[src/rtl/cdb_arbiter_if.sv]
// Request/broadcast bundle between the functional units and the CDB arbiter.
// The master side is the producer/consumer environment; the slave side is the arbiter.
interface cdb_arbiter_if #(
  parameter int unsigned NUM_REQ    = 4,
  parameter int unsigned TAG_WIDTH  = 4,
  parameter int unsigned DATA_WIDTH = 32
);
  localparam int unsigned SRC_W = (NUM_REQ > 1) ? $clog2(NUM_REQ) : 1;

  logic [NUM_REQ-1:0]            req_valid;
  logic [NUM_REQ*TAG_WIDTH-1:0]  req_tag;
  logic [NUM_REQ*DATA_WIDTH-1:0] req_data;
  logic [NUM_REQ-1:0]            req_ready;
  logic                          cdb_valid;
  logic [TAG_WIDTH-1:0]          cdb_tag;
  logic [DATA_WIDTH-1:0]         cdb_data;
  logic [SRC_W-1:0]              cdb_src;
  logic [NUM_REQ-1:0]            pending;

  modport master (
    output req_valid, req_tag, req_data,
    input  req_ready, cdb_valid, cdb_tag, cdb_data, cdb_src, pending
  );

  modport slave (
    input  req_valid, req_tag, req_data,
    output req_ready, cdb_valid, cdb_tag, cdb_data, cdb_src, pending
  );
endinterface

[src/rtl/cdb_arbiter.sv]
// Common-data-bus arbiter: one holding slot per functional unit, round-robin
// grant of one buffered result per cycle onto a registered broadcast bus.
module cdb_arbiter #(
  parameter int unsigned NUM_REQ    = 4,
  parameter int unsigned TAG_WIDTH  = 4,
  parameter int unsigned DATA_WIDTH = 32
) (
  input  logic           clk,
  input  logic           rst_n,
  input  logic           flush,
  cdb_arbiter_if.slave   bus
);
  localparam int unsigned SRC_W = (NUM_REQ > 1) ? $clog2(NUM_REQ) : 1;

  logic [NUM_REQ-1:0]    held_q, held_d;
  logic [TAG_WIDTH-1:0]  tag_q  [NUM_REQ];
  logic [TAG_WIDTH-1:0]  tag_d  [NUM_REQ];
  logic [DATA_WIDTH-1:0] data_q [NUM_REQ];
  logic [DATA_WIDTH-1:0] data_d [NUM_REQ];
  logic [SRC_W-1:0]      last_grant_q, last_grant_d;
  logic                  cdb_valid_q, cdb_valid_d;
  logic [TAG_WIDTH-1:0]  cdb_tag_q, cdb_tag_d;
  logic [DATA_WIDTH-1:0] cdb_data_q, cdb_data_d;
  logic [SRC_W-1:0]      cdb_src_q, cdb_src_d;

  logic [NUM_REQ-1:0]    grant, ready, xfer;
  logic [SRC_W-1:0]      grant_idx;
  logic                  grant_any;
  int unsigned           idx;

  // Rotating search starting one past the previous winner; first held slot wins.
  always_comb begin
    grant     = '0;
    grant_idx = '0;
    grant_any = 1'b0;
    idx       = 0;
    if (!flush) begin
      for (int unsigned k = 1; k <= NUM_REQ; k++) begin
        idx = (32'(last_grant_q) + k) % NUM_REQ;
        if (!grant_any && held_q[idx]) begin
          grant_any      = 1'b1;
          grant[idx]     = 1'b1;
          grant_idx      = SRC_W'(idx);
        end
      end
    end
  end

  // A draining slot is free to accept in the same cycle it is granted.
  assign ready = {NUM_REQ{rst_n & ~flush}} & (~held_q | grant);
  assign xfer  = bus.req_valid & ready;

  always_comb begin
    held_d = held_q & ~grant;
    tag_d  = tag_q;
    data_d = data_q;
    for (int unsigned i = 0; i < NUM_REQ; i++) begin
      if (xfer[i]) begin
        held_d[i] = 1'b1;
        tag_d[i]  = bus.req_tag[i*TAG_WIDTH +: TAG_WIDTH];
        data_d[i] = bus.req_data[i*DATA_WIDTH +: DATA_WIDTH];
      end
    end
    if (flush) begin
      held_d = '0;
    end

    cdb_valid_d  = grant_any;
    cdb_tag_d    = cdb_tag_q;
    cdb_data_d   = cdb_data_q;
    cdb_src_d    = cdb_src_q;
    last_grant_d = last_grant_q;
    if (grant_any) begin
      cdb_tag_d    = tag_q[grant_idx];
      cdb_data_d   = data_q[grant_idx];
      cdb_src_d    = grant_idx;
      last_grant_d = grant_idx;
    end
  end

  always_ff @(posedge clk) begin
    if (!rst_n) begin
      held_q       <= '0;
      last_grant_q <= SRC_W'(NUM_REQ - 1);
      cdb_valid_q  <= 1'b0;
      cdb_tag_q    <= '0;
      cdb_data_q   <= '0;
      cdb_src_q    <= '0;
    end else begin
      held_q       <= held_d;
      last_grant_q <= last_grant_d;
      cdb_valid_q  <= cdb_valid_d;
      cdb_tag_q    <= cdb_tag_d;
      cdb_data_q   <= cdb_data_d;
      cdb_src_q    <= cdb_src_d;
    end
  end

  // Slot payload is only observed while held, so it carries no reset.
  always_ff @(posedge clk) begin
    tag_q  <= tag_d;
    data_q <= data_d;
  end

  assign bus.req_ready = ready;
  assign bus.cdb_valid = cdb_valid_q;
  assign bus.cdb_tag   = cdb_tag_q;
  assign bus.cdb_data  = cdb_data_q;
  assign bus.cdb_src   = cdb_src_q;
  assign bus.pending   = held_q;
endmodule

[src/flat_wrapper.sv]
// flat-port wrapper written by rule: the top's interface ports become plain ports
module cdb_arbiter_flat 
#(
  parameter int unsigned NUM_REQ    = 4,
  parameter int unsigned TAG_WIDTH  = 4,
  parameter int unsigned DATA_WIDTH = 32
)
  (clk, rst_n, flush, bus_req_valid, bus_req_tag, bus_req_data, bus_req_ready, bus_cdb_valid, bus_cdb_tag, bus_cdb_data, bus_cdb_src, bus_pending);
  cdb_arbiter_if #(.NUM_REQ(NUM_REQ), .TAG_WIDTH(TAG_WIDTH), .DATA_WIDTH(DATA_WIDTH)) bus_i ();
  input  logic clk;
  input  logic rst_n;
  input  logic flush;
  input wire logic [$bits(bus_i.req_valid)-1:0] bus_req_valid;
  input wire logic [$bits(bus_i.req_tag)-1:0] bus_req_tag;
  input wire logic [$bits(bus_i.req_data)-1:0] bus_req_data;
  output wire logic [$bits(bus_i.req_ready)-1:0] bus_req_ready;
  output wire logic [$bits(bus_i.cdb_valid)-1:0] bus_cdb_valid;
  output wire logic [$bits(bus_i.cdb_tag)-1:0] bus_cdb_tag;
  output wire logic [$bits(bus_i.cdb_data)-1:0] bus_cdb_data;
  output wire logic [$bits(bus_i.cdb_src)-1:0] bus_cdb_src;
  output wire logic [$bits(bus_i.pending)-1:0] bus_pending;
  assign bus_i.req_valid = bus_req_valid;
  assign bus_i.req_tag = bus_req_tag;
  assign bus_i.req_data = bus_req_data;
  assign bus_req_ready = bus_i.req_ready;
  assign bus_cdb_valid = bus_i.cdb_valid;
  assign bus_cdb_tag = bus_i.cdb_tag;
  assign bus_cdb_data = bus_i.cdb_data;
  assign bus_cdb_src = bus_i.cdb_src;
  assign bus_pending = bus_i.pending;
  cdb_arbiter #(.NUM_REQ(NUM_REQ), .TAG_WIDTH(TAG_WIDTH), .DATA_WIDTH(DATA_WIDTH)) u_core (.clk(clk), .rst_n(rst_n), .flush(flush), .bus(bus_i));
endmodule
[config.mk]
export PLATFORM = sky130hd
export DESIGN_NAME = cdb_arbiter_flat
export DESIGN_NICKNAME = d
export VERILOG_FILES = /design/src/rtl/cdb_arbiter_if.sv /design/src/rtl/cdb_arbiter.sv /design/src/flat_wrapper.sv
export SDC_FILE = /design/constraint.sdc
export NUM_CORES = 1
export LEC_CHECK = 0
export ABC_AREA = 1
export BUFFER_PORTS_ARGS = -buffer_cell sky130_fd_sc_hd__buf_4
export CORE_MARGIN = 1
export CORE_UTILIZATION = 48
export CTS_CLUSTER_SIZE = 14
export DETAILED_ROUTE_END_ITERATION = 10
export PLACE_DENSITY = 0.76
export SLEW_MARGIN = 20
export SYNTH_ARGS = -nofsm -noshare
export SYNTH_HDL_FRONTEND = slang
export SYNTH_SLANG_ARGS = --single-unit
[constraint.sdc]
create_clock -name clk -period 4.4 [get_ports clk]
set_input_delay 1.1 -clock clk [delete_from_list [all_inputs] [get_ports clk]]
set_output_delay 1.1 -clock clk [all_outputs]
set_load 0.05 [all_outputs]
==> flow_metrics.tcl, run 1 <==
set metrics [dict create \
    status "completed" \
    synth_ff_type "edfxtp_1" \
    synth_cell_type_count 27 \
    post-dp-hpwl_um 12500 \
    fill_cells 1244 \
    syn_inst 692 \
    grt_pass1_wl_um 28900 \
    area_delta_synth_final_pct 28.3 \
    syn_nets 851 \
    synth_top_area_share_pct 55.7 \
    clkTransAtPathRegs_ps 60 \
    place_area_mm2 0.00940 \
    hold_buffers 0 \
    ys_ff_latch 189 \
    layout-drive-gt1-share_pct 31.3 \
    hold_end "u_core.bus.cdb_src[1]$_SDFFE_PN0P_" \
    die_area_mm2 0.0167 \
    clkPwrFrac_pct 24.6 \
    clk_path_buf_depth 2 \
    h-tree-depth 4 \
    finalSetupTns_ps 0 \
    r2r_cells 15 \
    worst_slew_pin_slew_ps 893 \
    fmax_mhz 252 \
    critPathArrivalTime_ps 2880 \
    first_global_vias 5492 \
    die_h_um 129 \
    ff2ff_setup_slack_ps 830 \
    crit_type "register to output pin" \
    comb_power_share_pct 38.5 \
    num_rows 46 \
    crit_fanout 9 \
    yosysMostFrequentCell "nand2_1" \
    cp.required_ps 3300 \
    p_leak_nw 4.05 \
    routed_wl_um 19400 \
    rsz0062_at_grt "no" \
    endpoint_kind "output pin" \
    layout.nets 1037 \
    stdcell_area_mm2 0.00996 \
    p_int_w 0.00358 \
    root_buffer "clkbuf_16" \
    cts_setup_buffers 0 \
    avgViaCountPerCell 5.22 \
    ir_drop_uv 301 \
    power_density_mw_per_mm2 595 \
    setup_violations 0 \
    ant_nets 0 \
    hold_viol 0 \
    ys_seq_area_share_pct 67.3 \
    cts_resized 0 \
    relSlewSlack_pct 40.2 \
    power_frac_seq_pct 36.9 \
    p_sw_w 0.00235 \
    grt_max_degree 76 \
    finClkSkew_ps 4.60 \
    hp-start "u_core.bus.cdb_src[1]$_SDFFE_PN0P_" \
    antenna_found_initial 0 \
    synth_area_leaders "edfxtp_1 (56%), dfxtp_1 (12%), nand2_1 (8.7%), nand3_1 (5.3%), o21ai_0 (5.0%)" \
    r2r_start "u_core.last_grant_q[1]$_SDFFE_PN1P_" \
    post-route-min-period_ps 3980 \
    synth_area_leader_cell "edfxtp_1" \
    synth.cell_area_mm2 0.00776 \
    drtIter0Drc 434 \
    cts_buffers 17 \
    synth_edf_count 144 \
    max_cap_viol_count 0 \
    startpoint_type "register" \
    io-pin-count 198 \
    antennaDiodeCount 0 \
    clkLatencyLatePin_ps 430 \
    whs_path_depth 2 \
    grt.overflow.total 0 \
    swShare_pct 39.6 \
    hold_class "register to register" \
    grt_use_total_pct 23.7 \
    rr_endpoint "u_core.bus.cdb_data[11]$_SDFFE_PN0P_" \
    start_util_pct 49.1 \
    cts_num_sinks 189 \
    firstDrtPassIters 7 \
    ys_warn_count 0 \
    wl_per_cell_um 17.5 \
    synth-async-reset-ratio_pct 0 \
    fp.dieW_um 129 \
    core_region_area_mm2 0.0158 \
    portBuffers 197 \
    drc 0 \
    gp_congestion 0.834 \
    period_share_pct 90.4 \
    slew_viol_final 0 \
    vias 5776 \
    syn_avg_cell_area_um2 11.2 \
    synth_common_cells "nand2_1 (180), edfxtp_1 (144), nand3_1 (82)" \
    cts_tree "yes" \
]
==> power groups by stage <==
stage / sequential [W] / clock [W] / combinational (W)
CTS: 0.00219 / 0.00147 / 0.00228
global placement: 0.00222 / 0 / 0.00225
finish: 0.00219 / 0.00146 / 0.00228
detailed placement: 0.00223 / 0 / 0.00227
floorplan: 0.00260 / 0 / 0.00131
global route: 0.00221 / 0.00155 / 0.00248
==> cell type report <==
class	instances	area, um2	share of cell area [%]
multi-input cells	438	2220	22.2
clock inverters	9	86.3	0.867
inverters	25	101	1.02
clock buffers	23	468	4.70
well taps	216	270	2.71
repair buffers	207	1590	16.0
flip-flops and latches	189	5230	52.5
==> how the worst max path moves through the flow <==
stage                     depth (start not counted)                           to                                start  slack (ps)
after floorplan                                  12  u_core.data_q[32]$_DFFE_PP_  u_core.last_grant_q[0]$_SDFFE_PN1P_         720
after global placement                           12             bus_req_ready[2]  u_core.last_grant_q[0]$_SDFFE_PN1P_         830
after global routing                             13             bus_req_ready[0]  u_core.last_grant_q[1]$_SDFFE_PN1P_          70
after CTS                                        13             bus_req_ready[1]  u_core.last_grant_q[0]$_SDFFE_PN1P_         320
after detailed placement                         13             bus_req_ready[1]  u_core.last_grant_q[0]$_SDFFE_PN1P_         790
final                                            12             bus_req_ready[2]  u_core.last_grant_q[1]$_SDFFE_PN1P_         420
==> kinds of logic after synthesis <==
family / after synthesis / share of synthesized area [%]
AO/OA/AOI/OAI: 127 / 9.38
buffers and inverters: 65 / 4.77
adder cells (fa/ha/maj): 8 / 1.29
flip-flops: 189 / 67.3
AND/OR/NAND/NOR: 303 / 17.3
==> state kept, by name (all words and copies together) (netlist names) <==
name,cells
u_core.last_grant_q,2
u_core.bus.cdb_data,32
u_core.bus.cdb_valid,1
u_core.bus.cdb_tag,4
u_core.tag_q,16
u_core.bus.pending,4
u_core.data_q,128
u_core.bus.cdb_src,2
==> cell usage in the layout (no fill, tap or decap), types with 2 or more instances in the layout <==
cell,instances
buf_12,3
a21oi_2,19
nand2_2,9
o21ai_0,77
dfxtp_1,44
clkbuf_16,17
clkbuf_8,2
buf_4,204
nor3_4,4
clkbuf_1,4
nor2_1,20
nor2_8,2
clkinv_2,2
inv_1,22
clkinvlp_4,3
nand2_4,2
inv_8,2
inv_2,2
o211ai_1,2
edfxtp_1,144
ha_1,8
nand2_1,179
nand3_1,82
nand3_2,3
a21oi_1,25
==> worst max-delay path, stage by stage, from the launching register on <==
cell,delay (ps)
dfxtp_1,460
inv_1,230
ha_1,430
inv_1,100
nand2_2,100
nand2_4,100
nor2_8,160
nand3b_2,170
nor2_1,120
nor2_1,60
o21a_1,210
nor2_1,100
buf_4,210
==> metal layers <==
metal,wire [um],up-vias,share of wire [%],GRT usage [%]
met3,1670,23,8.6,7.31
li1,-,2773,-,-
met5,0,-,0,0
met4,277,0,1.4,8.30
met1,8230,2717,42,31.3
met2,9190,263,47,37.3
==> through the flow <==
| stage | power [W] | utilization, % | std cells | setup slack, ps | hold slack [ps] |
|---|---|---|---|---|---|
| after floorplan | 0.00391 | - | 692 | 716 | 568 |
| after global routing | 0.00624 | 62.9 | 1107 | 72.3 | 502 |
| final | 0.00593 | 62.9 | 1107 | 424 | 473 |
| after CTS | 0.00594 | 62.9 | 1107 | 324 | 477 |
| after detailed placement | 0.00449 | 59.4 | 1075 | 793 | 467 |
| after global placement | 0.00447 | 59.4 | 1075 | 832 | 464 |
No activity file was read; power rests on OpenSTA's default activity.
==> run 2, diff against run 1 <==
--- a/config.mk
+++ b/config.mk
@@ -11,7 +11,7 @@
 export CORE_UTILIZATION = 48
 export CTS_CLUSTER_SIZE = 14
 export DETAILED_ROUTE_END_ITERATION = 10
-export PLACE_DENSITY = 0.76
+export PLACE_DENSITY_LB_ADDON = 0.1
 export SLEW_MARGIN = 20
 export SYNTH_ARGS = -nofsm -noshare
 export SYNTH_HDL_FRONTEND = slang
==> flow_metrics.tcl, run 2 (same netlist as run 1, synthesis figures left out) <==
set metrics [dict create \
    ff2ff_setup_slack_ps 840 \
    hold_end "u_core.bus.cdb_src[0]$_SDFFE_PN0P_" \
    fill_cells 1293 \
    antennaDiodeCount 0 \
    die_area_mm2 0.0167 \
    layout-drive-gt1-share_pct 31.7 \
    post-route-min-period_ps 4160 \
    rsz0062_at_grt "no" \
    cp_slowest_cell "dfxtp_1" \
    whs_path_depth 2 \
    grt_pass1_wl_um 30400 \
    grt_max_degree 76 \
    hold_viol 0 \
    layout.nets 1035 \
    slew_viol_final 0 \
    cpLargestDelayFamily "simple AND/OR/NAND/NOR gates" \
    crit_path_frequent_cell "nor2_1" \
    met1Wirelength_um 8110 \
    hold_class "register to register" \
    worst_slew_pin_slew_ps 1010 \
    r2r_cells 13 \
    setup_violations 0 \
    crit_buf_inv 3 \
    first_global_vias 5654 \
    avgViaCountPerCell 5.24 \
    clkTransAtPathRegs_ps 80 \
    clk_path_buf_depth 2 \
    finalSetupTns_ps 0 \
    power_density_mw_per_mm2 600 \
    cp_slowest_stage_delay_ps 680 \
    max_cap_viol_count 0 \
    met3_length_um 1480 \
    cts_tree "yes" \
    drtIter0Drc 547 \
    top_layer_used "met4" \
    area_delta_synth_final_pct 28.4 \
    grt_use_total_pct 24.8 \
    rr_endpoint "u_core.bus.cdb_data[21]$_SDFFE_PN0P_" \
    cts_buffers 17 \
    period_share_pct 94.5 \
    hp-start "u_core.bus.cdb_src[0]$_SDFFE_PN0P_" \
    cts_resized 0 \
    cts_num_sinks 189 \
    ant_nets 0 \
    grt.overflow.total 0 \
    fmax_mhz 240 \
    cts_setup_buffers 0 \
    vias 5790 \
    wl_per_cell_um 18.3 \
    layout_common_cells "buf_4 (204), nand2_1 (177), edfxtp_1 (144), nand3_1 (82), o21ai_0 (77)" \
    layout_commonest_cell "buf_4" \
    clkLatencyLatePin_ps 440 \
    firstDrtPassIters 5 \
    cp.required_ps 3300 \
    status "completed" \
    path_cells "inv_8 > ha_1 > inv_1 > nand2_2 > nand2_4 > nor2_8 > nand3b_2 > nor2_1 > nor2_1 > o21a_1 > nor2_1 > buf_4" \
    wl_met2_um 10400 \
    io-pin-count 198 \
    utilization_pct 63.0 \
    h-tree-depth 4 \
    core_region_area_mm2 0.0158 \
    drc 0 \
    largest_reg_flops 128 \
    gp_congestion 0.820 \
    post-dp-hpwl_um 12900 \
    antenna_found_initial 0 \
    relSlewSlack_pct 32.3 \
    crit_fanout 13 \
    endpoint_kind "output pin" \
    critPathArrivalTime_ps 3060 \
    portBuffers 197 \
    r2r_start "u_core.last_grant_q[0]$_SDFFE_PN1P_" \
    ir_drop_uv 358 \
    p_leak_nw 4.06 \
    die_h_um 129 \
    hold_buffers 0 \
    largest_register "u_core.data_q" \
    crit_type "register to output pin" \
    startpoint_type "register" \
    routed_wl_um 20200 \
    num_rows 46 \
    root_buffer "clkbuf_16" \
    finClkSkew_ps 11.0 \
    start_util_pct 49.1 \
    fp.dieW_um 129 \
]
## run 2: cell count changes in the layout (fill, tap and decap cells not counted), sizes merged
cell	delta
inv	+6
clkbuf	-5
clkinv	+3
clkinvlp	-3
buf	-2
bufinv	-1
## run 2: final cells by class
class,instances,area [um2],share of cell area (%)
sequential,189,5230,52.4
multi-input combinational,438,2220,22.3
tap,216,270,2.71
timing repair buffer,205,1550,15.6
inverter,25,101,1.02
clock inverter,14,168,1.68
clock buffer,18,429,4.31
## run 2: worst max path at each step
| stage | cells after the start | slack [ps] | startpoint | endpoint |
|---|---|---|---|---|
| finish | 12 | 240 | u_core.last_grant_q[0]$_SDFFE_PN1P_ | bus_req_ready[2] |
| global route | 13 | 6 | u_core.last_grant_q[0]$_SDFFE_PN1P_ | bus_req_ready[0] |
| CTS | 12 | 240 | u_core.last_grant_q[0]$_SDFFE_PN1P_ | bus_req_ready[2] |
| detailed placement | 12 | 720 | u_core.last_grant_q[0]$_SDFFE_PN1P_ | bus_req_ready[2] |
| global placement | 13 | 820 | u_core.last_grant_q[0]$_SDFFE_PN1P_ | bus_req_ready[1] |
| floorplan | 12 | 720 | u_core.last_grant_q[0]$_SDFFE_PN1P_ | u_core.data_q[32]$_DFFE_PP_ |
## run 2: where the power goes
group	internal (W)	switching, W
clock	0.000769	0.000757
sequential	0.00209	0.0000926
combinational	0.000654	0.00161
## run 2: worst min-delay path: stages (launching register included)
cell     delay (ps)
dfxtp_1         310
nand2_1          60
a21oi_1          50
## run 2: layer usage
metal | track usage, % | vias up
met1 | 30.7 | 2768
met5 | 0 | -
met2 | 43.1 | 230
li1 | - | 2776
met3 | 6.15 | 16
met4 | 6.99 | 0
## run 2: metrics by stage
stage                     total power, W  worst slack, ps  instance area [um2]  hold slack, ps  std cells
after floorplan                  0.00391              716                 7780             568        692
after global placement           0.00445              817                 9370             453       1073
after detailed placement         0.00448              725                 9370             462       1073
after CTS                        0.00600              240                 9970             473       1105
after global routing             0.00628             5.94                 9970             514       1105
final                            0.00598              240                 9970             469       1105
